$ cat src/rtl/multicycle_addsub.sv
// multicycle_addsub: WIDTH-bit add/subtract computed CHUNK bits per clock.
// A 1-bit carry register links consecutive chunks, keeping the carry chain
// only CHUNK+1 bits long. Operands are captured once at the accepting edge;
// the result and flags are published together with a one-cycle done pulse.
module multicycle_addsub #(
  parameter int WIDTH = 32,
  parameter int CHUNK = 8
) (
  input  logic             clk,
  input  logic             rst,
  input  logic             start,
  output logic             ready,
  input  logic             sub,
  input  logic [WIDTH-1:0] inp1,
  input  logic [WIDTH-1:0] inp2,
  input  logic             cin,
  output logic             done,
  output logic [WIDTH-1:0] sum,
  output logic             cout,
  output logic             overflow,
  output logic             zero
);

  localparam int N  = WIDTH / CHUNK;
  localparam int CW = (N > 1) ? $clog2(N) : 1;
  localparam logic [CW-1:0] LAST = CW'(N - 1);

  typedef enum logic [1:0] {S_IDLE, S_RUN, S_DONE} state_t;

  state_t state_q, state_d;

  // Latched operands (B already inverted for subtraction) and sign bits
  logic [WIDTH-1:0] a_q, a_d;
  logic [WIDTH-1:0] b_q, b_d;
  logic             a_msb_q, a_msb_d;
  logic             b_msb_q, b_msb_d;
  // Chunk sequencing: counter, inter-chunk carry, partial result
  logic [CW-1:0]    cnt_q, cnt_d;
  logic             carry_q, carry_d;
  logic [WIDTH-1:0] res_q, res_d;
  // Published result and flags
  logic [WIDTH-1:0] sum_q, sum_d;
  logic             cout_q, cout_d;
  logic             ovf_q, ovf_d;
  logic             zero_q, zero_d;

  logic [WIDTH-1:0] b_eff;
  logic [CHUNK-1:0] a_slice [N];
  logic [CHUNK-1:0] b_slice [N];
  logic [CHUNK-1:0] a_cur;
  logic [CHUNK-1:0] b_cur;
  logic [CHUNK:0]   chunk_sum;
  logic [WIDTH-1:0] res_merge;
  logic             last_chunk;

  assign b_eff      = sub ? ~inp2 : inp2;
  assign last_chunk = (cnt_q == LAST);

  // Split operands into chunks; merge the freshly computed chunk into the
  // partial result at the position selected by the counter.
  for (genvar gi = 0; gi < N; gi++) begin : g_chunk
    assign a_slice[gi] = a_q[gi*CHUNK +: CHUNK];
    assign b_slice[gi] = b_q[gi*CHUNK +: CHUNK];
    assign res_merge[gi*CHUNK +: CHUNK] =
      (cnt_q == CW'(gi)) ? chunk_sum[CHUNK-1:0] : res_q[gi*CHUNK +: CHUNK];
  end

  // Pick the current chunk of each operand and add it with the carry register
  always_comb begin
    a_cur = '0;
    b_cur = '0;
    for (int i = 0; i < N; i++) begin
      if (cnt_q == CW'(i)) begin
        a_cur = a_slice[i];
        b_cur = b_slice[i];
      end
    end
    chunk_sum = {1'b0, a_cur} + {1'b0, b_cur} + {{CHUNK{1'b0}}, carry_q};
  end

  // State register
  always_ff @(posedge clk) begin
    if (rst) state_q <= S_IDLE;
    else     state_q <= state_d;
  end

  // Next-state logic: IDLE -> RUN on start, RUN -> DONE after the last chunk
  always_comb begin
    state_d = state_q;
    case (state_q)
      S_IDLE:  if (start) state_d = S_RUN;
      S_RUN:   if (last_chunk) state_d = S_DONE;
      S_DONE:  state_d = S_IDLE;
      default: state_d = S_IDLE;
    endcase
  end

  // Datapath next values: capture on accept, accumulate in RUN, publish at end
  always_comb begin
    a_d     = a_q;
    b_d     = b_q;
    a_msb_d = a_msb_q;
    b_msb_d = b_msb_q;
    cnt_d   = cnt_q;
    carry_d = carry_q;
    res_d   = res_q;
    sum_d   = sum_q;
    cout_d  = cout_q;
    ovf_d   = ovf_q;
    zero_d  = zero_q;
    case (state_q)
      S_IDLE: begin
        if (start) begin
          a_d     = inp1;
          b_d     = b_eff;
          a_msb_d = inp1[WIDTH-1];
          b_msb_d = b_eff[WIDTH-1];
          carry_d = sub | cin;
          cnt_d   = '0;
        end
      end
      S_RUN: begin
        res_d   = res_merge;
        carry_d = chunk_sum[CHUNK];
        cnt_d   = cnt_q + CW'(1);
        if (last_chunk) begin
          sum_d  = res_merge;
          cout_d = chunk_sum[CHUNK];
          ovf_d  = (a_msb_q == b_msb_q) && (res_merge[WIDTH-1] != a_msb_q);
          zero_d = (res_merge == '0);
        end
      end
      default: ;
    endcase
  end

  // Datapath registers; reset clears everything including published outputs
  always_ff @(posedge clk) begin
    if (rst) begin
      a_q     <= '0;
      b_q     <= '0;
      a_msb_q <= 1'b0;
      b_msb_q <= 1'b0;
      cnt_q   <= '0;
      carry_q <= 1'b0;
      res_q   <= '0;
      sum_q   <= '0;
      cout_q  <= 1'b0;
      ovf_q   <= 1'b0;
      zero_q  <= 1'b0;
    end else begin
      a_q     <= a_d;
      b_q     <= b_d;
      a_msb_q <= a_msb_d;
      b_msb_q <= b_msb_d;
      cnt_q   <= cnt_d;
      carry_q <= carry_d;
      res_q   <= res_d;
      sum_q   <= sum_d;
      cout_q  <= cout_d;
      ovf_q   <= ovf_d;
      zero_q  <= zero_d;
    end
  end

  // Output decode straight from the state and result registers
  always_comb begin
    ready    = (state_q == S_IDLE);
    done     = (state_q == S_DONE);
    sum      = sum_q;
    cout     = cout_q;
    overflow = ovf_q;
    zero     = zero_q;
  end

endmodule

$ cat config.mk
export PLATFORM = sky130hd
export DESIGN_NAME = multicycle_addsub
export DESIGN_NICKNAME = d
export VERILOG_FILES = /design/src/rtl/multicycle_addsub.sv
export SDC_FILE = /design/constraint.sdc
export NUM_CORES = 1
export LEC_CHECK = 0
export ABC_AREA = 1
export BUFFER_PORTS_ARGS = -buffer_cell sky130_fd_sc_hd__buf_2
export CORE_ASPECT_RATIO = 1.4
export CORE_MARGIN = 8
export CORE_UTILIZATION = 35
export CTS_CLUSTER_SIZE = 14
export DETAILED_ROUTE_END_ITERATION = 8
export PLACE_DENSITY_LB_ADDON = 0.12
export SETUP_SLACK_MARGIN = 0.2
export SLEW_MARGIN = 15
export SYNTH_ARGS = -nofsm -noshare
export SYNTH_HDL_FRONTEND = slang
export SYNTH_SLANG_ARGS = --single-unit
$ cat constraint.sdc
create_clock -name clk -period 3.3 [get_ports clk]
set_input_delay 0.165 -clock clk [delete_from_list [all_inputs] [get_ports clk]]
set_output_delay 0.165 -clock clk [all_outputs]
set_load 0.02 [all_outputs]
; Yosys cells after proc, flatten, opt, wreduce, memory -nomap -nowiden
; Index checks and enable logic that the tools add are counted.
[totals]
ff_bits = 138
output_inout_bits = 37
[op_classes]
add_sub_neg = 3
eq_ne = 9
mux = 20
n_bitwise = 2
n_reduce_logical = 9
[op_table]
columns = op, count
row1 = 2-to-1 mux 8 bit, 12
row2 = zero test 32 bit, 1
row3 = 2-to-1 mux 32 bit, 1
row4 = NOT 32 bit, 1
row5 = adder 8 x 8 -> 9 bit, 1
row6 = adder 9 x 1 -> 9 bit, 1
row7 = case mux 2 bit (2 select lines), 2
row8 = AND reduction 2 bit, 4
row9 = equality test 2 bit (second input constant), 3
row10 = 2-to-1 mux 2 bit, 3
row11 = equality test 2 x 1 -> 1 bit (second input constant), 2
row12 = zero test 2 bit, 2
row13 = != test 2 bit (second input constant), 2
row14 = adder 2 x 1 -> 2 bit (second input constant), 1
row15 = case mux 1 bit (2 select lines), 1
row16 = nonzero test 2 bit, 1
row17 = equality test 1 bit, 1
row18 = logical AND 1 bit, 1
row19 = 2-to-1 mux 1 bit, 1
row20 = != test 1 bit, 1
row21 = OR 1 bit, 1

; Logic depth before layout (Yosys ltp)
; Gate-level depths: netlist (run 1).
[logic_depth]
ltp_word = 10
mapped_depth = 24
depth_no_buf = 22

; Worst setup path after synthesis (run 1)
; OpenSTA, ideal clock, no wires.
[synth_timing]
kind = register to register
start = reg cnt_q[1]
end = reg zero_q, in the netlist zero
setup_time_ps = 112
t_arrival_ps = 3163
t_required_ps = 3188
path_slack_ps = 25
path_stages_with_launch = 21
n_path_buf = 2
cell_sequence = dfxtp_1 > inv_1 > ha_1 > inv_2 > buf_2 > clkbuf_1 > nand2_1 > o211ai_1 > a21oi_1 > fa_1 > fa_1 > nand2_2 > nand3_2 > nand3_1 > nand2_1 > o21ai_0 > nor2_1 > nand3_1 > nor2_1 > nand2_1 > nand2_1
[synth_via]
elab_chain_cells = 9
[synth_rtl]
columns = element, line
row1 = from (decl), 38  ; logic [CW-1:0] cnt_q, cnt_d;
row2 = from (signal assigned), 156  ; cnt_q <= cnt_d;
row3 = zero test 2 bit, "65, 73"
row4 = 2-to-1 mux 8 bit (4 in series), 73  ; if (cnt_q == CW'(i)) begin
row5 = adder 8 x 8 -> 9 bit, 78  ; chunk_sum = {1'b0, a_cur} + {1'b0, b_cur} + {{CHUNK{1'b0}}, carry_q};
row6 = adder 9 x 1 -> 9 bit, 78
row7 = 2-to-1 mux 8 bit, 65  ; (cnt_q == CW'(gi)) ? chunk_sum[CHUNK-1:0] : res_q[gi*CHUNK +: CHUNK];
row8 = zero test 32 bit, 130  ; zero_d = (res_merge == '0);
row9 = to (signal assigned), 162  ; zero_q <= zero_d;
row10 = to (decl), 45  ; logic zero_q, zero_d;
; Several ways; a longest one is shown, not always the timed one.
; A chain may end at the register's enable or synchronous reset.

; Worst setup path in the final report (run 1)
[layout_timing]
start = reg cnt_q[0]
end = reg sum_q[30], in the netlist sum[30]
[layout_via]
elab_chain_cells = 8
[layout_rtl]
columns = element, line
row1 = zero test 2 bit, 73
row2 = 2-to-1 mux 8 bit (4 in series), 73
row3 = adder 8 x 8 -> 9 bit, 78
row4 = adder 9 x 1 -> 9 bit, 78
row5 = 2-to-1 mux 8 bit, 65
row6 = to (signal assigned), 159  ; sum_q <= sum_d;
row7 = to (decl), 42  ; logic [WIDTH-1:0] sum_q, sum_d;
; Several ways; a longest one is shown, not always the timed one.

==> results of run 1 <==
-- what timing repair did --
action	CTS	global route
hold buffers	15	0
buffers inserted	0	7
setup endpoints to repair	1	24
cloned	0	1
gates resized for setup	3	35
pin swaps	0	10
hold endpoints to repair	15	0
-- synthesized netlist by cell type (all sizes together) --
cell type	instances	area [um^2]
o21ai	130	650.6
o211ai	21	157.7
nor3	1	5.000
xnor2	16	140.1
fa	2	40.04
ha	11	137.6
buf	27	131.4
nand3	56	300.3
a211oi	17	127.6
or2	2	12.51
nand2	135	544.3
clkbuf	32	133.9
o21bai	11	82.58
a21oi	42	221.5
nand4	1	6.260
o22ai	3	18.77
o21a	2	15.01
nor2	144	553.0
xor2	16	140.1
dfxtp	136	2723
a31oi	10	62.56
inv	99	371.6
-- per-layer routing --
metal | GRT usage [%] | up-vias | wire [um]
met5 | 0 | - | 0
met4 | 8.257 | 0 | 580
met3 | 3.495 | 29 | 630
met2 | 30.25 | 108 | 9979
met1 | 19.18 | 2760 | 8461
li1 | - | 3213 | -
-- worst min-delay path, stage by stage --
cell and delay, ps:
buf_2 70, o21ai_0 80, nor2_1 80
-- flip-flops by register name, summed over array words and instances, names as in the netlist --
name,cells
a_q,32
b_q,32
res_q,32
sum,32
cnt_q,2
state_q,2
carry_q,1
cout,1
overflow,1
zero,1
-- cell families (layout without fill, tap and decap cells) --
| kind of cell | count (synthesis) | in the layout |
|---|---|---|
| flip-flops | 136 | 136 |
| AND/OR/NAND/NOR | 339 | 339 |
| XOR/XNOR | 32 | 32 |
| adder cells (fa/ha/maj) | 13 | 13 |
| AO/OA/AOI/OAI | 236 | 236 |
| buffers and inverters | 158 | 284 |
-- report_power, final --
group / total (uW) / leakage, uW / switching, uW / internal (uW)
logic: 989 / 0.00256 / 620 / 368
registers: 1800 / 0.00112 / 53.5 / 1750
clock network: 1740 / 0.000260 / 727 / 1010
total: 4530 / 0.00394 / 1400 / 3130
-- cell type report --
| cell class | count | area (um^2) | area share [%] |
|---|---|---|---|
| multi-input combinational | 620 | 3334 | 40.44 |
| sequential | 136 | 2728 | 33.08 |
| timing repair buffer | 154 | 955.9 | 11.59 |
| clock buffer | 20 | 466.7 | 5.660 |
| inverter | 99 | 379.1 | 4.598 |
| tap | 244 | 305.3 | 3.703 |
| clock inverter | 11 | 76.32 | 0.9256 |
-- metrics by stage --
stage               hold WS [ps]  total power [uW]
floorplan                  331.7              2463
detailed placement         424.7              2752
finish                     10.65              4527
global placement           422.3              2748
CTS                        3.732              4514
global route               24.76              4771
-- how the worst min path moves through the flow --
stage                     endpoint  startpoint  cells past startpoint
after detailed placement    a_q[3]     inp1[3]                      3
final                      a_q[15]    inp1[15]                      3
after floorplan             a_q[0]     inp1[0]                      2
after global placement      a_q[7]     inp1[7]                      3
after CTS                   a_q[2]     inp1[2]                      3
after global routing       a_q[15]    inp1[15]                      3
==> metrics, run 1 <==
outcome completed; Post-Synthesis Cells 914; Crit. End Element flop; final worst slack 361.0 ps; clock root buffer clkbuf_16; Max Clk Rate 0.3403 GHz; P_leak 0.003941 uW; Final Slew Violations 0; Area Overhead vs Synth 25.40%; via count 6,110; pre-CTS setup slack 195.2 ps; Final Hold Vio Count 0; vias per inst 4.759; Critical R2R Capture sum[30]; GR Util All Layers 17.03%; R2R setup slack 360 ps; worst-margin pin slew 861.6 ps; Starting Density 35.49%; Worst-path clk slew 60 ps; largest family of logic cells by synthesized area simple AND/OR/NAND/NOR gates; critical path depth in cells 16; CTS max path bufs 2; Netlist cell types 31; origin of the critical flop-to-flop path cnt_q[0]; worst rel slew slack 42.56%; ANT nets after route 0; Seq/Total Area, Yosys 41.41%; DIE AREA 0.02349 mm^2; placed cell count 1,230; Setup TNS Final 0 ps; first-pass GRT wire length 31,620 um; number of synthesized register bits 136; Worst path slowest cell fa_2; port bufs 105; Skew-Pair Late Insertion Delay 430 ps; worst vdd ir 0.3503 mV; routability cong. 0.9306; clock skew 12.95 ps; largest net degree at the start of global routing 66; PwrDens 549.1 mW/mm^2; Synth Warn # 0; leading cell type in the layout, fill and taps excluded nor2_1; H-tree depth 4; Critical path buffers and inverters 3; global route total overflow 0; Critical Path Start Type flop; Post-DP Area 0.007370 mm^2; residual DRC count 0; Site Rows 59; Post-Synth Simple-Gate Area 21.62%; TritonCTS buffer count 17; CP endpoint sum[30]; die height 178.2 um; multiplexer share of the synthesized area 0%; # diodes 0; max cap viols 0; Initial DRC Count 293; commonest cells after routing, fill and taps aside 137 x nor2_1, 134 x dfxtp_1, 117 x o21ai_0; endpoints failing setup 0; drt wl/cell 15.31 um; arrival time worst endpoint 3310 ps; DR pass1 iterations 4; Final Non-Filler Cells 1,284; share of layout cells above drive strength 1 22.40%; CP peak stage delay 420 ps; worst hold-check path type input port to flop; Critical Path Start cnt_q[0]; Synth Area in Compound Gates 20.32%; CP Max Fanout 13; vias in the first global route 6,127; post-layout minimum cycle time 2939 ps; Critical Path, Cell by Cell inv_1, ha_2, buf_6, nor2_2, o22ai_2, fa_2, fa_2, nand2_4, nand3_2, nand3_2, nand2_1, nand2_4, nand2_1, o21ai_0, o21ai_0, inv_1; TritonCTS clock tree built; Chip Width 131.8 um; Post-Syn Area per Cell 7.194 um^2; nets@finish 1,110; Worst Path Required 3670 ps; DRT Wirelength 19,650 um; Final Core Density 44.50%; initial antenna violation count 0; CTS Sinks 136; CP Class flop to flop; Mapped Area 0.006575 mm^2; final instance area 0.008245 mm^2; r2r worst-path depth 16; number of fill cells 2,020; Synth Area in XOR/XNOR 4.263%; Adder-Cell Fraction of Synth Area 2.702%; Largest delay share family, worst path adder cells; final worst-path cycle share 89.06%; Synth Net Count 996; hpwl dp 14,460 um; RSZ-0062 raised after global routing false; core box area 0.01853 mm^2; I/O Pins 106
No activity file was read; power rests on OpenSTA's default activity.
==> run 2, diff against run 1 <==
--- a/config.mk
+++ b/config.mk
@@ -6,12 +6,12 @@
 export NUM_CORES = 1
 export LEC_CHECK = 0
 export ABC_AREA = 1
-export BUFFER_PORTS_ARGS = -buffer_cell sky130_fd_sc_hd__buf_2
 export CORE_ASPECT_RATIO = 1.4
 export CORE_MARGIN = 8
-export CORE_UTILIZATION = 35
+export CORE_UTILIZATION = 45
 export CTS_CLUSTER_SIZE = 14
 export DETAILED_ROUTE_END_ITERATION = 8
+export DONT_BUFFER_PORTS = 1
 export PLACE_DENSITY_LB_ADDON = 0.12
 export SETUP_SLACK_MARGIN = 0.2
 export SLEW_MARGIN = 15
==> run 2 against run 1 <==
Sequential share of layout area up 0.10 points. Design area down 0.21%. Clock-buffer cell count down 2. Sequential power about the same. Flip-flop and latch count unchanged. Wire length up 0.70%. Maximum frequency down 0.66%. Register-to-register slack worse by 20 ps. Die area down 20%. Worst setup slack worse by 20 ps. Non-clock buffer count down 60. Largest cell class unchanged. Highest routed layer unchanged.
==> metrics, run 2 (synthesis results as in run 1) <==
clock root buffer clkbuf_16; routability cong. 0.8864 (-4.7%); Final Hold Vio Count 0 (unchanged); port bufs 0 (-100%); H-tree depth 4 (unchanged); endpoints failing setup 0 (unchanged); CTS max path bufs 2 (unchanged); nets@finish 1,050 (-5.4%); Largest delay share family, worst path simple AND/OR/NAND/NOR gates; Crit. End Element flop; TritonCTS clock tree built; CP peak stage delay 440 ps (+20 ps); DR pass1 iterations 5 (+1); max cap viols 0 (unchanged); Sw Share 29.13% (-1.8 points); arrival time worst endpoint 3270 ps (-40 ps); Clock Power Share 41.3% (+2.9 points); Critical path buffers and inverters 2 (-1); clock skew 11.84 ps (-1.112 ps); # diodes 0 (unchanged); global route total overflow 0 (unchanged); I/O Pins 106 (unchanged); worst rel slew slack 33.18% (-9.4 points); number of fill cells 1,323 (-35%); Worst path slowest cell fa_2; initial antenna violation count 0 (unchanged); Worst-path clk slew 60 ps (about the same); Pint 3392 uW (+8.5%); Initial DRC Count 453 (+55%); commonest cells after routing, fill and taps aside 136 x nor2_1, 134 x dfxtp_1, 118 x o21ai_0; hpwl dp 14,040 um (-2.9%); post-layout minimum cycle time 2959 ps (+19.61 ps); share of layout cells above drive strength 1 13.79% (-8.6 points); via count 6,126 (+0.26%); crit-path most repeated cell nand2_1; Area Overhead vs Synth 25.14%; Max Clk Rate 0.3380 GHz (-0.66%); Critical Path, Cell by Cell inv_4, ha_2, inv_4, nand3_2, o21ai_2, nor2_2, o22ai_2, fa_2, fa_2, nand2_4, nand3_4, nand3_4, nand2_1, nand2_2, nand3_2, nand2_2, nor2_2, nand2_1, nor2_1, nand2_1, nand2_1; vias in the first global route 5,965 (-2.6%); Starting Density 45.73% (+10 points); leading cell type in the layout, fill and taps excluded nor2_1; DRT Wirelength 19,790 um (+0.70%); worst vdd ir 0.2892 mV (-17%); Site Rows 52 (-12%); final hold slack 26.44 ps (+15.80 ps); core box area 0.01438 mm^2 (-22%); NetSw 1394 uW (-0.50%); Setup TNS Final 0 ps (unchanged); Skew-Pair Late Insertion Delay 410 ps (-20 ps); worst-margin pin slew 1002 ps (+140.8 ps); Final Slew Violations 0 (unchanged); TritonCTS buffer count 17 (unchanged); Chip Width 118.2 um (-10%); DIE AREA 0.01879 mm^2 (-20%); CP Max Fanout 6 (-7); drt wl/cell 16.94 um (+11%); largest net degree at the start of global routing 75 (+14%); CP Class flop to flop; Sequential Power Share 37.8% (-2.0 points); P_leak 0.003675 uW (-6.7%); Gate power share 21.0% (-0.8 points); Critical Path Start Type flop; GR Util All Layers 20.69% (+3.7 points); first-pass GRT wire length 31,290 um (-1.0%); worst hold-check path type input port to flop; outcome completed; vias per inst 5.245 (+10%); ANT nets after route 0 (unchanged); CTS Sinks 136 (unchanged); final worst-path cycle share 89.65% (+0.59 points); Worst Path Required 3610 ps (-60 ps); RSZ-0062 raised after global routing false; residual DRC count 0 (unchanged); die height 159.0 um (-11%); PwrDens 581.7 mW/mm^2 (+5.9%)
-- run 2: changes by cell type in the layout (fill, tap and decap cells not counted), sizes merged --
cell	change
bufinv	+4
clkbuf	-2
clkinvlp	-1
buf	-110
dlygate4sd3	+50
clkinv	-2
-- run 2: path summary, 6_finish.rpt --
| path | startpoint | end | slack [ps] | depth (start not counted) |
|---|---|---|---|---|
| max | cnt_q[1] | zero | 340 | 21 |
| min | inp2[10] | b_q[10] | 30 | 3 |
| max reg2reg | cnt_q[1] | zero | 340 | 21 |
| min reg2reg | b_q[28] | b_q[28] | 460 | 2 |
-- run 2: what timing repair did --
action,in CTS,in global routing
endpoints found under the hold margin,75,0
pin swaps,0,21
hold buffers,66,0
setup endpoints to repair,4,26
gates resized for setup,5,48
buffers inserted,0,6
-- run 2: stage by stage --
| stage | instance area [um^2] | setup WS, ps | instances | total power (uW) | util, % |
|---|---|---|---|---|---|
| after floorplan | 6613 | 203.5 | 914 | 2463 | - |
| after global placement | 6733 | 129.5 | 1066 | 2664 | 46.82 |
| after detailed placement | 6733 | 127.7 | 1066 | 2672 | 46.82 |
| after CTS | 8021 | 149.6 | 1162 | 4727 | 55.79 |
| after global routing | 8228 | 134.9 | 1168 | 5000 | 57.22 |
| final | 8228 | 341.4 | 1168 | 4786 | 57.22 |
-- run 2: worst register-to-register path, stage by stage (launching register included) --
cell     delay, ps
dfxtp_4        370
inv_4           70
ha_2           200
inv_4           60
nand3_2         60
o21ai_2         50
nor2_2          90
o22ai_2        100
fa_2           440
fa_2           410
nand2_4        110
nand3_4         90
nand3_4         90
nand2_1         70
nand2_2        150
nand3_2        110
nand2_2        100
nor2_2          40
nand2_1        110
nor2_1          60
nand2_1         50
nand2_1         50
-- run 2: power by group through the flow --
stage	sequential [uW]	combinational [uW]	clock (uW)
detailed placement	1840	831	0
global placement	1840	824	0
global route	1820	1110	2070
finish	1810	1000	1980
CTS	1810	926	1990
floorplan	1820	643	0
-- run 2: routing by layer --
layer  vias up  wire length, um  track usage [%]
li1       3090                -                -
met3        31              874            4.223
met4         0              572            9.176
met2       168            10220            36.64
met5         -                0                0
met1      2837             8125            23.31
-- run 2: area by class of cell --
class                   count  area (um^2)  share of cell area, %
flip-flops and latches    136         2730                  33.18
multi-input cells         620         3378                  41.06
well taps                 189        236.5                  2.874
repair buffers             94        895.9                  10.89
clock buffers              18        429.2                  5.216
inverters                  99        379.1                  4.608
clock inverters            12        178.9                  2.175
